===== src/rtl/fetch_unit_if.sv =====
// Fetch-stage bus bundle: decode-side control/results and the instruction
// memory read port. The fetch unit sits on the master side; the decode stage
// and instruction memory (or a test harness) sit on the slave side.
interface fetch_unit_if;
    logic        stall_i;
    logic        redirect_i;
    logic [31:0] redirect_pc_i;
    logic        imem_en_o;
    logic [31:0] imem_addr_o;
    logic [31:0] imem_data_i;
    logic        valid_o;
    logic [31:0] instr_o;
    logic [31:0] pc_o;
    logic [31:0] pc_plus4_o;

    modport master (
        input  stall_i, redirect_i, redirect_pc_i, imem_data_i,
        output imem_en_o, imem_addr_o, valid_o, instr_o, pc_o, pc_plus4_o
    );

    modport slave (
        output stall_i, redirect_i, redirect_pc_i, imem_data_i,
        input  imem_en_o, imem_addr_o, valid_o, instr_o, pc_o, pc_plus4_o
    );
endinterface


===== src/rtl/fetch_unit.sv =====
// Instruction-fetch stage: owns the PC, issues word reads to a synchronous
// instruction memory and buffers returned words in a small FIFO whose head is
// the IF/ID register. Redirects flush everything, including the read in flight.

// Protocol checker: a response must never be pushed into a full buffer.
module fetch_unit_checker #(
    parameter int DEPTH = 2,
    parameter int OW    = 2
) (
    input logic          clk_i,
    input logic          rst_i,
    input logic          push_i,
    input logic [OW-1:0] occ_i
);
    localparam logic [OW-1:0] FULL_OCC = OW'(DEPTH);

    a_no_push_when_full: assert property (@(posedge clk_i) disable iff (rst_i)
        push_i |-> (occ_i != FULL_OCC))
        else $error("fetch_unit: push into full buffer (occ=%0d)", occ_i);
endmodule

module fetch_unit #(
    parameter logic [31:0] RESET_PC = 32'h0000_0000,
    parameter int          DEPTH    = 2
) (
    input logic          clk_i,
    input logic          rst_i,
    fetch_unit_if.master mif
);
    localparam int PW = $clog2(DEPTH);
    localparam int OW = PW + 1;
    localparam int LW = OW + 1;
    localparam logic [LW-1:0] DEPTH_LVL = LW'(DEPTH);

    logic [31:0]   fetch_pc_r;
    logic          inflight_r;
    logic [31:0]   inflight_pc_r;
    logic [OW-1:0] occ_r;
    logic [PW-1:0] rd_ptr_r;
    logic [PW-1:0] wr_ptr_r;
    logic [31:0]   buf_pc_r    [DEPTH];
    logic [31:0]   buf_instr_r [DEPTH];

    logic          valid_s;
    logic          deq_s;
    logic          push_s;
    logic          issue_s;
    logic [LW-1:0] level_s;
    logic          unused_lsb_s;

    // Low address bits of the redirect target are ignored by design.
    assign unused_lsb_s = ^mif.redirect_pc_i[1:0];

    // Handshake decode: dequeue, response push and issue gating.
    always_comb begin
        valid_s = (occ_r != {OW{1'b0}});
        deq_s   = valid_s & ~mif.stall_i;
        push_s  = inflight_r & ~mif.redirect_i;
        // Entries committed after this cycle, counting the read in flight.
        level_s = {1'b0, occ_r} + {{OW{1'b0}}, inflight_r} - {{OW{1'b0}}, deq_s};
        if ((level_s < DEPTH_LVL) && !rst_i && !mif.redirect_i) begin
            issue_s = 1'b1;
        end else begin
            issue_s = 1'b0;
        end
    end

    // PC, in-flight tracking, pointers and occupancy; redirect flushes all.
    always_ff @(posedge clk_i) begin
        if (rst_i) begin
            fetch_pc_r    <= RESET_PC;
            inflight_r    <= 1'b0;
            inflight_pc_r <= 32'h0000_0000;
            occ_r         <= {OW{1'b0}};
            rd_ptr_r      <= {PW{1'b0}};
            wr_ptr_r      <= {PW{1'b0}};
        end else if (mif.redirect_i) begin
            fetch_pc_r    <= {mif.redirect_pc_i[31:2], 2'b00};
            inflight_r    <= 1'b0;
            inflight_pc_r <= inflight_pc_r;
            occ_r         <= {OW{1'b0}};
            rd_ptr_r      <= {PW{1'b0}};
            wr_ptr_r      <= {PW{1'b0}};
        end else begin
            inflight_r <= issue_s;
            if (issue_s) begin
                fetch_pc_r    <= fetch_pc_r + 32'd4;
                inflight_pc_r <= fetch_pc_r;
            end
            if (push_s) begin
                wr_ptr_r <= wr_ptr_r + PW'(1);
            end
            if (deq_s) begin
                rd_ptr_r <= rd_ptr_r + PW'(1);
            end
            case ({push_s, deq_s})
                2'b10:   occ_r <= occ_r + OW'(1);
                2'b01:   occ_r <= occ_r - OW'(1);
                default: occ_r <= occ_r;
            endcase
        end
    end

    // Buffer storage: capture {pc, instr} of each accepted response.
    always_ff @(posedge clk_i) begin
        if (!rst_i && push_s) begin
            buf_pc_r[wr_ptr_r]    <= inflight_pc_r;
            buf_instr_r[wr_ptr_r] <= mif.imem_data_i;
        end
    end

    // Output drive: memory request plus head entry, forced to zero when empty.
    always_comb begin
        mif.imem_en_o   = issue_s;
        mif.imem_addr_o = fetch_pc_r;
        mif.valid_o     = valid_s;
        if (valid_s) begin
            mif.instr_o    = buf_instr_r[rd_ptr_r];
            mif.pc_o       = buf_pc_r[rd_ptr_r];
            mif.pc_plus4_o = buf_pc_r[rd_ptr_r] + 32'd4;
        end else begin
            mif.instr_o    = 32'h0000_0000;
            mif.pc_o       = 32'h0000_0000;
            mif.pc_plus4_o = 32'h0000_0000;
        end
    end

    fetch_unit_checker #(.DEPTH(DEPTH), .OW(OW)) u_checker (
        .clk_i  (clk_i),
        .rst_i  (rst_i),
        .push_i (push_s),
        .occ_i  (occ_r)
    );
endmodule


===== src/flat_wrapper.sv =====
// flat-port wrapper written by rule: the top's interface ports become plain ports
module fetch_unit_flat 
#(
    parameter logic [31:0] RESET_PC = 32'h0000_0000,
    parameter int          DEPTH    = 2
)
  (clk_i, rst_i, mif_stall_i, mif_redirect_i, mif_redirect_pc_i, mif_imem_data_i, mif_imem_en_o, mif_imem_addr_o, mif_valid_o, mif_instr_o, mif_pc_o, mif_pc_plus4_o);
  fetch_unit_if mif_i ();
  input logic clk_i;
  input logic rst_i;
  input wire logic [$bits(mif_i.stall_i)-1:0] mif_stall_i;
  input wire logic [$bits(mif_i.redirect_i)-1:0] mif_redirect_i;
  input wire logic [$bits(mif_i.redirect_pc_i)-1:0] mif_redirect_pc_i;
  input wire logic [$bits(mif_i.imem_data_i)-1:0] mif_imem_data_i;
  output wire logic [$bits(mif_i.imem_en_o)-1:0] mif_imem_en_o;
  output wire logic [$bits(mif_i.imem_addr_o)-1:0] mif_imem_addr_o;
  output wire logic [$bits(mif_i.valid_o)-1:0] mif_valid_o;
  output wire logic [$bits(mif_i.instr_o)-1:0] mif_instr_o;
  output wire logic [$bits(mif_i.pc_o)-1:0] mif_pc_o;
  output wire logic [$bits(mif_i.pc_plus4_o)-1:0] mif_pc_plus4_o;
  assign mif_i.stall_i = mif_stall_i;
  assign mif_i.redirect_i = mif_redirect_i;
  assign mif_i.redirect_pc_i = mif_redirect_pc_i;
  assign mif_i.imem_data_i = mif_imem_data_i;
  assign mif_imem_en_o = mif_i.imem_en_o;
  assign mif_imem_addr_o = mif_i.imem_addr_o;
  assign mif_valid_o = mif_i.valid_o;
  assign mif_instr_o = mif_i.instr_o;
  assign mif_pc_o = mif_i.pc_o;
  assign mif_pc_plus4_o = mif_i.pc_plus4_o;
  fetch_unit #(.RESET_PC(RESET_PC), .DEPTH(DEPTH)) u_core (.clk_i(clk_i), .rst_i(rst_i), .mif(mif_i));
endmodule

===== config.mk =====
export PLATFORM = sky130hd
export DESIGN_NAME = fetch_unit_flat
export DESIGN_NICKNAME = d
export VERILOG_FILES = /design/src/rtl/fetch_unit_if.sv /design/src/rtl/fetch_unit.sv /design/src/flat_wrapper.sv
export SDC_FILE = /design/constraint.sdc
export NUM_CORES = 1
export LEC_CHECK = 0
export ABC_AREA = 1
export ABC_CLOCK_PERIOD_IN_PS = 12950
export BUFFER_PORTS_ARGS = -buffer_cell sky130_fd_sc_hd__buf_2
export CAP_MARGIN = 0
export CORE_MARGIN = 10
export CORE_UTILIZATION = 55
export CTS_CLUSTER_DIAMETER = 120
export DETAILED_ROUTE_END_ITERATION = 6
export PLACE_DENSITY = 0.85
export SLEW_MARGIN = 20
export SYNTH_ARGS = -nofsm -noshare
export SYNTH_HDL_FRONTEND = slang
export SYNTH_HIERARCHICAL = 1
export SYNTH_SLANG_ARGS = --single-unit
export TNS_END_PERCENT = 100

===== constraint.sdc =====
create_clock -name clk_i -period 12.95 [get_ports clk_i]
set_input_delay 0 -clock clk_i [delete_from_list [all_inputs] [get_ports clk_i]]
set_output_delay 0 -clock clk_i [all_outputs]
set_load 0.02 [all_outputs]

# After elaboration in Yosys (flattened, before gate mapping)
# Memory sizes are Yosys's and may differ from the RTL's. A register that Yosys moved wholly into a read port is not among the register bits.
# Cells that the tools add are included.
# totals
ram_bits	128
memories	2
output_inout_bits	130
register_bits	69
elab_cells	47
# mem_list
name	words	word_bits	rd	rd_clocked_by_memory_dff	write_ports	line_no	text
u_core.buf_instr_r	2	32	1	1	1	fetch_unit.sv:42	logic [31:0] buf_instr_r [DEPTH];
u_core.buf_pc_r	2	32	1	1	1	fetch_unit.sv:41	logic [31:0] buf_pc_r [DEPTH];
# op_classes
bitwise	4
muxes	13
n_eq_ne	2
magnitude_cmp	1
addsub	8
n_reduce_logical	10
# op_table
op	n
$mux W32	5
$add A32 B3 Y32 const B	2
$mux W1	7
$reduce_bool A2 Y1	3
$pmux W2 S2	1
$add A2 B1 Y3	1
$logic_and A1 B1 Y1	3
$lt A3 B2 Y1 const B	1
$sub A3 B1 Y3	1
$add A1 B1 Y1 const B	2
$add A2 B1 Y2 const B	1
$and A1 B1 Y1	2
$eq A2 B1 Y1 const B	1
$eq A2 B2 Y1 const B	1
$logic_not A1 Y1	2
$not A1 Y1	2
$reduce_and A2 Y1	1
$reduce_or A2 Y1	1
$sub A2 B1 Y2 const B	1

# Depth between registers and ports, before layout
# Gate-level depths: netlist of run 1.
# depth
depth_word	9
ltp_mapped	17
ltp_nobuf	16

# Least setup slack after synthesis of run 1
# No wires, ideal clock.
# synth_path
kind	input to register
from	input port mif_redirect_i
to	memory u_core.buf_instr_r[1][0] (enable)
cell_stages	5
setup_ns	0.558
n_path_buf	2
arrival_time_ns	4.834
setup_slack_ns	7.557
cell_sequence	buf_2 -> clkbuf_1 -> nor2_1 -> inv_1 -> nor3_1
# synth_between
elab_chain_cells	5
# synth_lines
element	line_no	text
start: declaration	flat_wrapper.sv:12	input wire logic [$bits(mif_i.redirect_i)-1:0] mif_redirect_i;
$not A1 Y1	fetch_unit.sv:58	push_s = inflight_r & ~mif.redirect_i;
$and A1 B1 Y1	fetch_unit.sv:58	
$logic_and A1 B1 Y1	fetch_unit.sv:106	if (!rst_i && push_s) begin
$mux W1	fetch_unit.sv:106	
$mux W1 (not written as such)	fetch_unit.sv:108	buf_instr_r[wr_ptr_r] <= mif.imem_data_i;
end: declaration	fetch_unit.sv:42	
# Every way passes these cells.

# Worst setup path in the final report of run 1
# layout_path
from	register u_core.occ_r[1]
to	output port mif_imem_en_o
# layout_between
elab_chain_cells	7
word_cells_on_any_way	8
# layout_lines
element	line_no	text
start: declaration	fetch_unit.sv:38	logic [OW-1:0] occ_r;
start signal: assignment	fetch_unit.sv:74	occ_r <= {OW{1'b0}};
start signal: assignment	fetch_unit.sv:81	occ_r <= {OW{1'b0}};
start signal: assignment	fetch_unit.sv:97	2'b10: occ_r <= occ_r + OW'(1);
branches (longest 2 deep; another with $add A2 B1 Y3)	-	
$sub A3 B1 Y3 *	fetch_unit.sv:60	level_s = {1'b0, occ_r} + {{OW{1'b0}}, inflight_r} - {{OW{1'b0}}, deq_s};
$lt A3 B2 Y1 *	fetch_unit.sv:61	if ((level_s < DEPTH_LVL) && !rst_i && !mif.redirect_i) begin
$logic_and A1 B1 Y1 * (2 in a row)	fetch_unit.sv:61	
$mux W1 *	fetch_unit.sv:61	
end: declaration	flat_wrapper.sv:15	output wire logic [$bits(mif_i.imem_en_o)-1:0] mif_imem_en_o;
# Every way passes the cells marked *.

==> out/metrics.csv, run 1 <==
metric,value,unit
Routability Congestion,0.952,
Hold Path Depth,2,
post-route setup TNS,0,ns
post-synth top area share,39.8,%
Yosys top cell by area,edfxtp_1,
Worst-Margin Slew,1.02,ns
Multi-input gate area,0.00364,sq mm
Sequential Area,0.00505,sq mm
DP Wirelength,18.3,mm
"Arr. time, crit path",3.49,ns
fmax,0.286,GHz
Max Cap Viol,0,
register area share after synthesis,54.0,%
remaining routing DRC violations,0,
clock root buffer,clkbuf_16,
Die W,150,um
gr usage total,23.6,%
total CTS buffers,17,
first-pass GRT wire length,42.3,mm
Rel. slew slack,31.7,%
initial antenna violation count,1,
RSZ-0062 raised after global routing,no,
nature of the critical path startpoint,register,
CP required,12.95,ns
skew final,0.00825,ns
Tmin final,3.49,ns
die height,150,um
core area,0.0166,sq mm
min-delay worst type,in -> reg,
most frequent cells in the layout,"nand2_1 (338), buf_2 (189), nor2_1 (165), edfxtp_1 (124), inv_1 (111)",
Critical Path Source,u_core/occ_r[1]$_SDFFE_PP0P_,
Seq cells post-synth,190,
Starting Density,56.2,%
worst reg2reg startpoint,u_core/occ_r[1]$_SDFFE_PP0P_,
WL per Instance,16.7,um
Mapped Cells,1143,
Synth area leaders,"edfxtp_1 (40%), dfxtp_1 (14%), nand2_1 (14%)",
"most common cell after layout, fill and taps aside",nand2_1,
"critical path fanouts, max",57,
row cnt,47,
mapped cell area,0.00935,sq mm
PortBufs,189,
CTS Hold Bufs,63,
vias per std cell,5.28,
vias,8492,
Skew-Pair Late Insertion Delay,0.44,ns
Resized cells post-CTS,0,
Clock Pin Slew Worst Setup and Hold Paths,0.07,ns
YS warnings,6,
ANT nets after route,0,
Leak Pwr,5.09,nW
WS Path Type,reg -> out,
vias in the first global route,8166,
run status,"finished, final reports clean",
Final period util,27.0,%
fraction of layout cells with a size suffix above 1,20.9,%
Pins Over Slew Limit,0,
hold_ws,0.103,ns
First-pass DRT Iterations,5,
# IOs,198,
CTS max path bufs,2,
nets@finish,1445,
Die ar.,0.0226,sq mm
Register-to-Register Path Depth,13,
Post-DP Area,0.0104,sq mm
Power Density,113,mW/mm^2
area grow syn2layout,24.1,%
DR iter-0 viols,766,
Cell variety after synth,36,
Final Hold Viols,0,
WL final,26.8,mm
final cell area excluding filler cells,0.0116,sq mm
grt total ovfl,0,
Finish-stage setup viols,0,
pin count of the biggest net entering global routing,83,
clk sinks,190,
TritonCTS clock tree,built,
Syn Area/Cell,8.18,sq um
HP Start,rst_i,
fill cell count,1269,
CP endpoint kind,primary output,
H-tree depth,4,
Peak VDD IR,0.102,mV
"Setup Fix Bufs, Post-CTS",0,
## through the flow
stage / std cells / utilization (%) / worst slack, ns / total power [mW]
after CTS: 1607 / 69.7 / 9.48 / 1.32
after floorplan: 1148 / - / 7.56 / 0.750
after global routing: 1608 / 69.7 / 9.20 / 1.36
after detailed placement: 1512 / 62.4 / 9.63 / 0.788
after global placement: 1512 / 62.4 / 9.67 / 0.784
final: 1609 / 69.7 / 9.46 / 1.32
## critical path, stage by stage, from the launching register on
cell     delay (ns)
dfxtp_1        0.49
inv_1          0.10
nor2_1         0.20
a21oi_1        0.08
or2_2          0.31
fa_1           0.49
inv_1          0.05
nor2_2         0.12
nand3_2        0.21
nor2_4         0.21
buf_4          0.49
buf_2          0.27
## report_power, final
group	internal, mW	total (mW)	leakage (nW)	switching [mW]
Sequential	0.661	0.676	1.70	0.0150
Combinational	0.0439	0.117	3.11	0.0734
Clock	0.290	0.522	0.284	0.232
Total	0.995	1.32	5.09	0.321
## cell type report
cell class | instances | share of cell area [%]
Inverter | 115 | 3.76
Clock buffer | 19 | 3.73
Timing Repair Buffer | 257 | 13.9
Sequential cell | 190 | 43.5
Tap cell | 220 | 2.37
Clock inverter | 13 | 1.37
Multi-Input combinational cell | 793 | 31.3
Antenna cell | 2 | 0.0431
## state kept, by name, summed over array words and instances, names as in the netlist, named ones only
name	flops
u_core/buf_instr_r	64
u_core/inflight_r	1
u_core/mif.imem_addr_o	30
u_core/buf_pc_r	60
u_core/inflight_pc_r	30
u_core/occ_r	2
u_core/rd_ptr_r	1
u_core/wr_ptr_r	1
## Yosys cell counts
cell      number
conb_1         1
o211ai_1       2
buf_1          4
nand3_1       41
ha_1           2
nand2_1      338
edfxtp_1     124
o211a_1        4
nand4_1       12
nor3_1        18
o221ai_1       1
nand3_2        2
clkbuf_1      22
nor2_4         9
nand2_2       30
buf_8          1
fa_1           1
inv_2          3
buf_2         11
nand3b_1      10
xor2_1         9
inv_1        111
buf_4          9
nand4_2        1
a31oi_1        6
o21ai_0       44
nor2_2        13
a21oi_1       63
clkinv_4       1
nor2_1       167
dfxtp_1       66
a211oi_1       5
buf_6          3
or2_2          2
nand2_4        1
o21ai_1        6
## final timing paths
path	slack [ns]	end
setup / recovery	9.46	mif_imem_en_o
hold / removal	0.10	u_core/mif.imem_addr_o[7]$_SDFFE_PP0P_
setup reg to reg	9.57	u_core/mif.imem_addr_o[26]$_SDFFE_PP0P_
hold reg to reg	0.44	register
## cell families (layout without fill, tap and decap cells)
group,Yosys count,count (layout),synth area share [%]
AND/OR/NAND/NOR,644,644,29.6
flip-flops,190,190,54.0
buffers and inverters,165,404,7.55
AO/OA/AOI/OAI,131,131,7.53
XOR/XNOR,9,9,0.843
adder cells (fa/ha/maj),3,3,0.482
other,1,8,0.0401
## metal layers
metal	track usage [%]	up-vias	routed length, um
li1	-	4141	-
met1	29.7	3880	10700
met2	38.7	423	12800
met3	6.30	48	2810
met4	7.48	0	538
met5	0	-	0
Note: power is estimated with default switching activity, not from simulation.
==> inputs of run 2 (changes only) <==
ABC_CLOCK_PERIOD_IN_PS = 3100   (was 12950)
CORE_UTILIZATION = 50   (was 55)
PLACE_DENSITY = 0.82   (was 0.85)
clock period = 3.1 ns   (was 12.95 ns; I/O delays follow)
==> run 2 against run 1 <==
Utilization decreased by 5.2 points. Worst hold slack improved by 0.023 ns. Critical path depth grew 1. Wire length is 2.7% lower. Die area increased by 8.6%. Largest power group unchanged.
==> out/metrics.csv, run 2 (synthesized netlist as in run 1, its figures left out) <==
metric,value,unit
max reg flops,64,
Max Cap Viol,0,
Rel. slew slack,35.1,%
nature of the critical path startpoint,register,
TritonCTS clock tree,built,
final cell area excluding filler cells,0.0118,sq mm
Placed Cells,1532,
nets@finish,1457,
fraction of layout cells with a size suffix above 1,21.7,%
DP Wirelength,18.2,mm
Multi-input gate area,0.00365,sq mm
remaining routing DRC violations,0,
M1 WL,10.9,mm
"Arr. time, crit path",2.94,ns
vias,8369,
met3 WL,2.27,mm
Sequential Area,0.00505,sq mm
Finish-stage setup viols,0,
skew final,0.0145,ns
grt total ovfl,0,
WS Path Type,reg -> out,
Util after Layout,64.6,%
Peak VDD IR,0.409,mV
min-delay worst type,in -> reg,
vias per std cell,5.14,
gr usage total,20.8,%
post-route insts no fill,1629,
pin count of the biggest net entering global routing,57,
area grow syn2layout,25.8,%
Top reg by flops,u_core/buf_instr_r,
DR iter-0 viols,933,
Clock Pin Slew Worst Setup and Hold Paths,0.08,ns
# IOs,198,
biggest regs,"u_core/buf_instr_r x64, u_core/buf_pc_r x60",
"most common cell after layout, fill and taps aside",nand2_1,
CP required,3.10,ns
Power Density,472,mW/mm^2
core area,0.0182,sq mm
Pins Over Slew Limit,0,
ANT nets after route,0,
clock root buffer,clkbuf_16,
fill cell count,1450,
Skew-Pair Late Insertion Delay,0.43,ns
first-pass GRT wire length,40.9,mm
H-tree depth,4,
Leak Pwr,5.19,nW
die height,157,um
topmost layer with routed signal wires,met4,
vias in the first global route,7977,
Final period util,94.7,%
HP Start,rst_i,
clk sinks,190,
PortBufs,189,
CTS max path bufs,2,
row cnt,49,
WL final,26.1,mm
CP endpoint kind,primary output,
Die W,157,um
initial antenna violation count,1,
Final Hold Viols,0,
Post-DP Area,0.0105,sq mm
Die ar.,0.0246,sq mm
worst reg2reg startpoint,u_core/occ_r[0]$_SDFFE_PP0P_,
metal2 WL,12.6,mm
fmax,0.341,GHz
most frequent cells in the layout,"nand2_1 (338), buf_2 (189), nor2_1 (164), edfxtp_1 (124), inv_1 (111)",
Starting Density,51.4,%
Tmin final,2.94,ns
Routability Congestion,0.892,
WL per Instance,16.0,um
total CTS buffers,17,
"critical path fanouts, max",35,
Worst-Margin Slew,0.973,ns
Critical Path Source,u_core/occ_r[0]$_SDFFE_PP0P_,
run status,"finished, final reports clean",
First-pass DRT Iterations,6,
run 2: final cells by class:
type	count	area share (%)
Timing Repair Buffer	269	14.6
Sequential cell	190	42.9
Inverter	115	3.71
Clock buffer	17	3.62
Multi-Input combinational cell	793	31.1
Clock inverter	15	1.64
Tap cell	229	2.44
Antenna cell	1	0.0213
run 2: what timing repair did:
item                                    CTS  global route
endpoints found under the setup margin    1             9
pin swaps                                 1             0
setup buffers                             1             0
hold buffers                             63             0
hold endpoints to repair                 98             0
gates resized for setup                   0             2
run 2: worst paths after layout:
check / slack, ns / end / cells after the start
worst max-delay path: 0.16 / mif_imem_en_o / 12
worst min-delay path: 0.13 / u_core/mif.imem_addr_o[21]$_SDFFE_PP0P_ / 2
worst max register to register: 0.17 / u_core/mif.imem_addr_o[28]$_SDFFE_PP0P_ / 16
worst min register to register: 0.46 / u_core/buf_pc_r[0][14]$_DFFE_PP_ / 0
run 2: report_power, final:
| group | switching (mW) | internal [mW] | total [mW] |
|---|---|---|---|
| combinational | 0.304 | 0.192 | 0.496 |
| sequential | 0.0647 | 2.76 | 2.83 |
| clock | 1.06 | 1.17 | 2.23 |
run 2: critical path: stages (launching register included):
cell	delay, ns
dfxtp_1	0.36
nor2_1	0.12
inv_1	0.07
nor2_2	0.14
a21oi_1	0.08
or2_2	0.31
fa_1	0.49
inv_1	0.05
nor2_2	0.17
nand3_4	0.16
nor2_4	0.18
buf_12	0.19
buf_2	0.19
run 2: per-stage QoR:
stage	TNS [ns]	setup WS (ns)	total power, mW	hold slack (ns)
after global routing	-0.000608	-0.000608	5.73	0.156
final	0	0.163	5.55	0.126
after global placement	0	0.240	3.29	0.187
after detailed placement	0	0.150	3.30	0.191
after floorplan	0	0.475	3.13	0.0989
after CTS	0	0.110	5.57	0.102
run 2: layer usage:
metal  track usage, %  up-vias
met3             4.91       28
li1                 -     4167
met1             26.8     3826
met5                0        -
met2             34.1      348
met4             5.98        0
==> inputs of run 3 (changes only) <==
PLACE_DENSITY = 0.85   (was 0.82)
==> run 3 against run 2 <==
Non-clock buffer count decreased by 1. Critical path type unchanged. Wire length shrank 0.37%. Count of clock-buffer cells in the layout unchanged. Sequential cell count unchanged.
==> out/metrics.csv, run 3 (synthesized netlist as in run 1, its figures left out) <==
metric,value,unit
CP required,3.10,ns
total CTS buffers,17,
WL final,26.0,mm
nature of the critical path startpoint,register,
Post-DP Area,0.0105,sq mm
vias,8479,
max incr delay on CP,0.49,ns
grt total ovfl,0,
final cell area excluding filler cells,0.0118,sq mm
final setup margin,0.193,ns
DP Wirelength,18.2,mm
area grow syn2layout,25.7,%
Max Cap Viol,0,
Peak VDD IR,0.390,mV
hold_ws,0.117,ns
Pins Over Slew Limit,0,
Final period util,93.8,%
TritonCTS clock tree,built,
First-pass DRT Iterations,6,
worst slack at placement,0.353,ns
biggest regs,"u_core/buf_instr_r x64, u_core/buf_pc_r x60",
fill cell count,1417,
ANT nets after route,0,
H-tree depth,4,
clk sinks,190,
WL per Instance,16.0,um
Register-to-Register Path Depth,15,
"most common cell after layout, fill and taps aside",nand2_1,
overall power,5.44,mW
first-pass GRT wire length,40.5,mm
Worst-Margin Slew,0.944,ns
# IOs,198,
Die ar.,0.0246,sq mm
Finish-stage setup viols,0,
clock root buffer,clkbuf_16,
"Arr. time, crit path",2.91,ns
fraction of layout cells with a size suffix above 1,21.7,%
vias per std cell,5.21,
nets@finish,1456,
vias in the first global route,7963,
fmax,0.344,GHz
Skew-Pair Late Insertion Delay,0.43,ns
CP endpoint kind,primary output,
WS Path Type,reg -> out,
Util after Layout,64.6,%
"Critical Path, Cell by Cell",nor2_1 -> inv_1 -> nor2_1 -> a21oi_1 -> or2_2 -> fa_1 -> inv_1 -> nor2_2 -> nand3_4 -> nor2_4 -> buf_12 -> buf_2,
min-delay worst type,in -> reg,
Starting Density,51.4,%
Die W,157,um
Clock Pin Slew Worst Setup and Hold Paths,0.07,ns
Top reg by flops,u_core/buf_instr_r,
row cnt,49,
core area,0.0182,sq mm
CTS max path bufs,2,
pin count of the biggest net entering global routing,63,
Leak Pwr,5.17,nW
skew final,0.00946,ns
Routability Congestion,0.892,
DR iter-0 viols,761,
Power Density,463,mW/mm^2
Tmin final,2.91,ns
Rel. slew slack,37.0,%
Final Hold Viols,0,
die height,157,um
"critical path fanouts, max",25,
max reg flops,64,
initial antenna violation count,1,
run status,"finished, final reports clean",
remaining routing DRC violations,0,
gr usage total,20.6,%
Hold Path Depth,2,
slowest CP cell,fa_1,
PortBufs,189,
most frequent cells in the layout,"nand2_1 (338), buf_2 (189), nor2_1 (165), edfxtp_1 (124), inv_1 (111)",
[run 3: cell count changes in the layout (fill, tap and decap cells not counted), sizes merged]
| cell | before | now |
|---|---|---|
| buf | 206 | 204 |
| bufinv | 1 | 0 |
| clkbuf | 17 | 18 |
| clkinv | 7 | 4 |
| clkinvlp | 0 | 3 |
| diode | 1 | 2 |
| inv | 122 | 123 |
[run 3: layout make-up]
cell class | instances | area, sq um | area share [%]
flip-flops and latches | 190 | 5050 | 42.9
multi-input cells | 793 | 3650 | 31.1
repair buffers | 268 | 1740 | 14.8
inverters | 115 | 437 | 3.72
clock buffers | 17 | 425 | 3.62
well taps | 229 | 287 | 2.44
clock inverters | 15 | 163 | 1.38
diodes | 2 | 5.00 | 0.0426
[run 3: path summary, 6_finish.rpt]
| path | to | slack (ns) | from |
|---|---|---|---|
| hold / removal | u_core/mif.imem_addr_o[5]$_SDFFE_PP0P_ | 0.12 | rst_i |
| setup reg to reg | u_core/mif.imem_addr_o[27]$_SDFFE_PP0P_ | 0.30 | u_core/occ_r[0]$_SDFFE_PP0P_ |
| hold reg to reg | u_core/buf_pc_r[0][22]$_DFFE_PP_ | 0.45 | u_core/inflight_pc_r[22]$_SDFFE_PP0P_ |
| setup / recovery | mif_imem_en_o | 0.19 | u_core/occ_r[0]$_SDFFE_PP0P_ |
[run 3: critical path, delay by kind of cell, from the launching register on]
| family | cells | cell delay, ns |
|---|---|---|
| AOI/OAI and AO/OA | 1 | 0.07 |
| buffers and inverters | 4 | 0.47 |
| adders and majority gates | 1 | 0.49 |
| DFF | 1 | 0.36 |
| and+or+nand+nor | 6 | 1.08 |
[run 3: layer usage]
| layer | wire (um) | vias up | GRT usage [%] |
|---|---|---|---|
| met3 | 2170 | 33 | 5.21 |
| li1 | - | 4168 | - |
| met2 | 12400 | 359 | 33.1 |
| met4 | 420 | 0 | 6.61 |
| met5 | 0 | - | 0 |
| met1 | 11100 | 3919 | 26.6 |
[run 3: power breakdown]
part	switching [mW]	internal (mW)	total [mW]
sequential	0.0628	2.76	2.82
clock	1.04	1.08	2.12
combinational	0.307	0.194	0.501
[run 3: stage by stage]
| step | cells | TNS (ns) |
|---|---|---|
| 6_report | 1629 | 0 |
| 5_1_grt | 1629 | -0.00386 |
| 4_1_cts | 1625 | 0 |
| 3_5_place_dp | 1530 | 0 |
| 3_3_place_gp | 1530 | 0 |
| 2_1_floorplan | 1148 | 0 |
[run 3: repair_timing]
item,in CTS,in global routing
buffers inserted,0,1
endpoints found under the hold margin,98,0
resized for setup,0,1
hold buffers,63,0
endpoints found under the setup margin,0,1
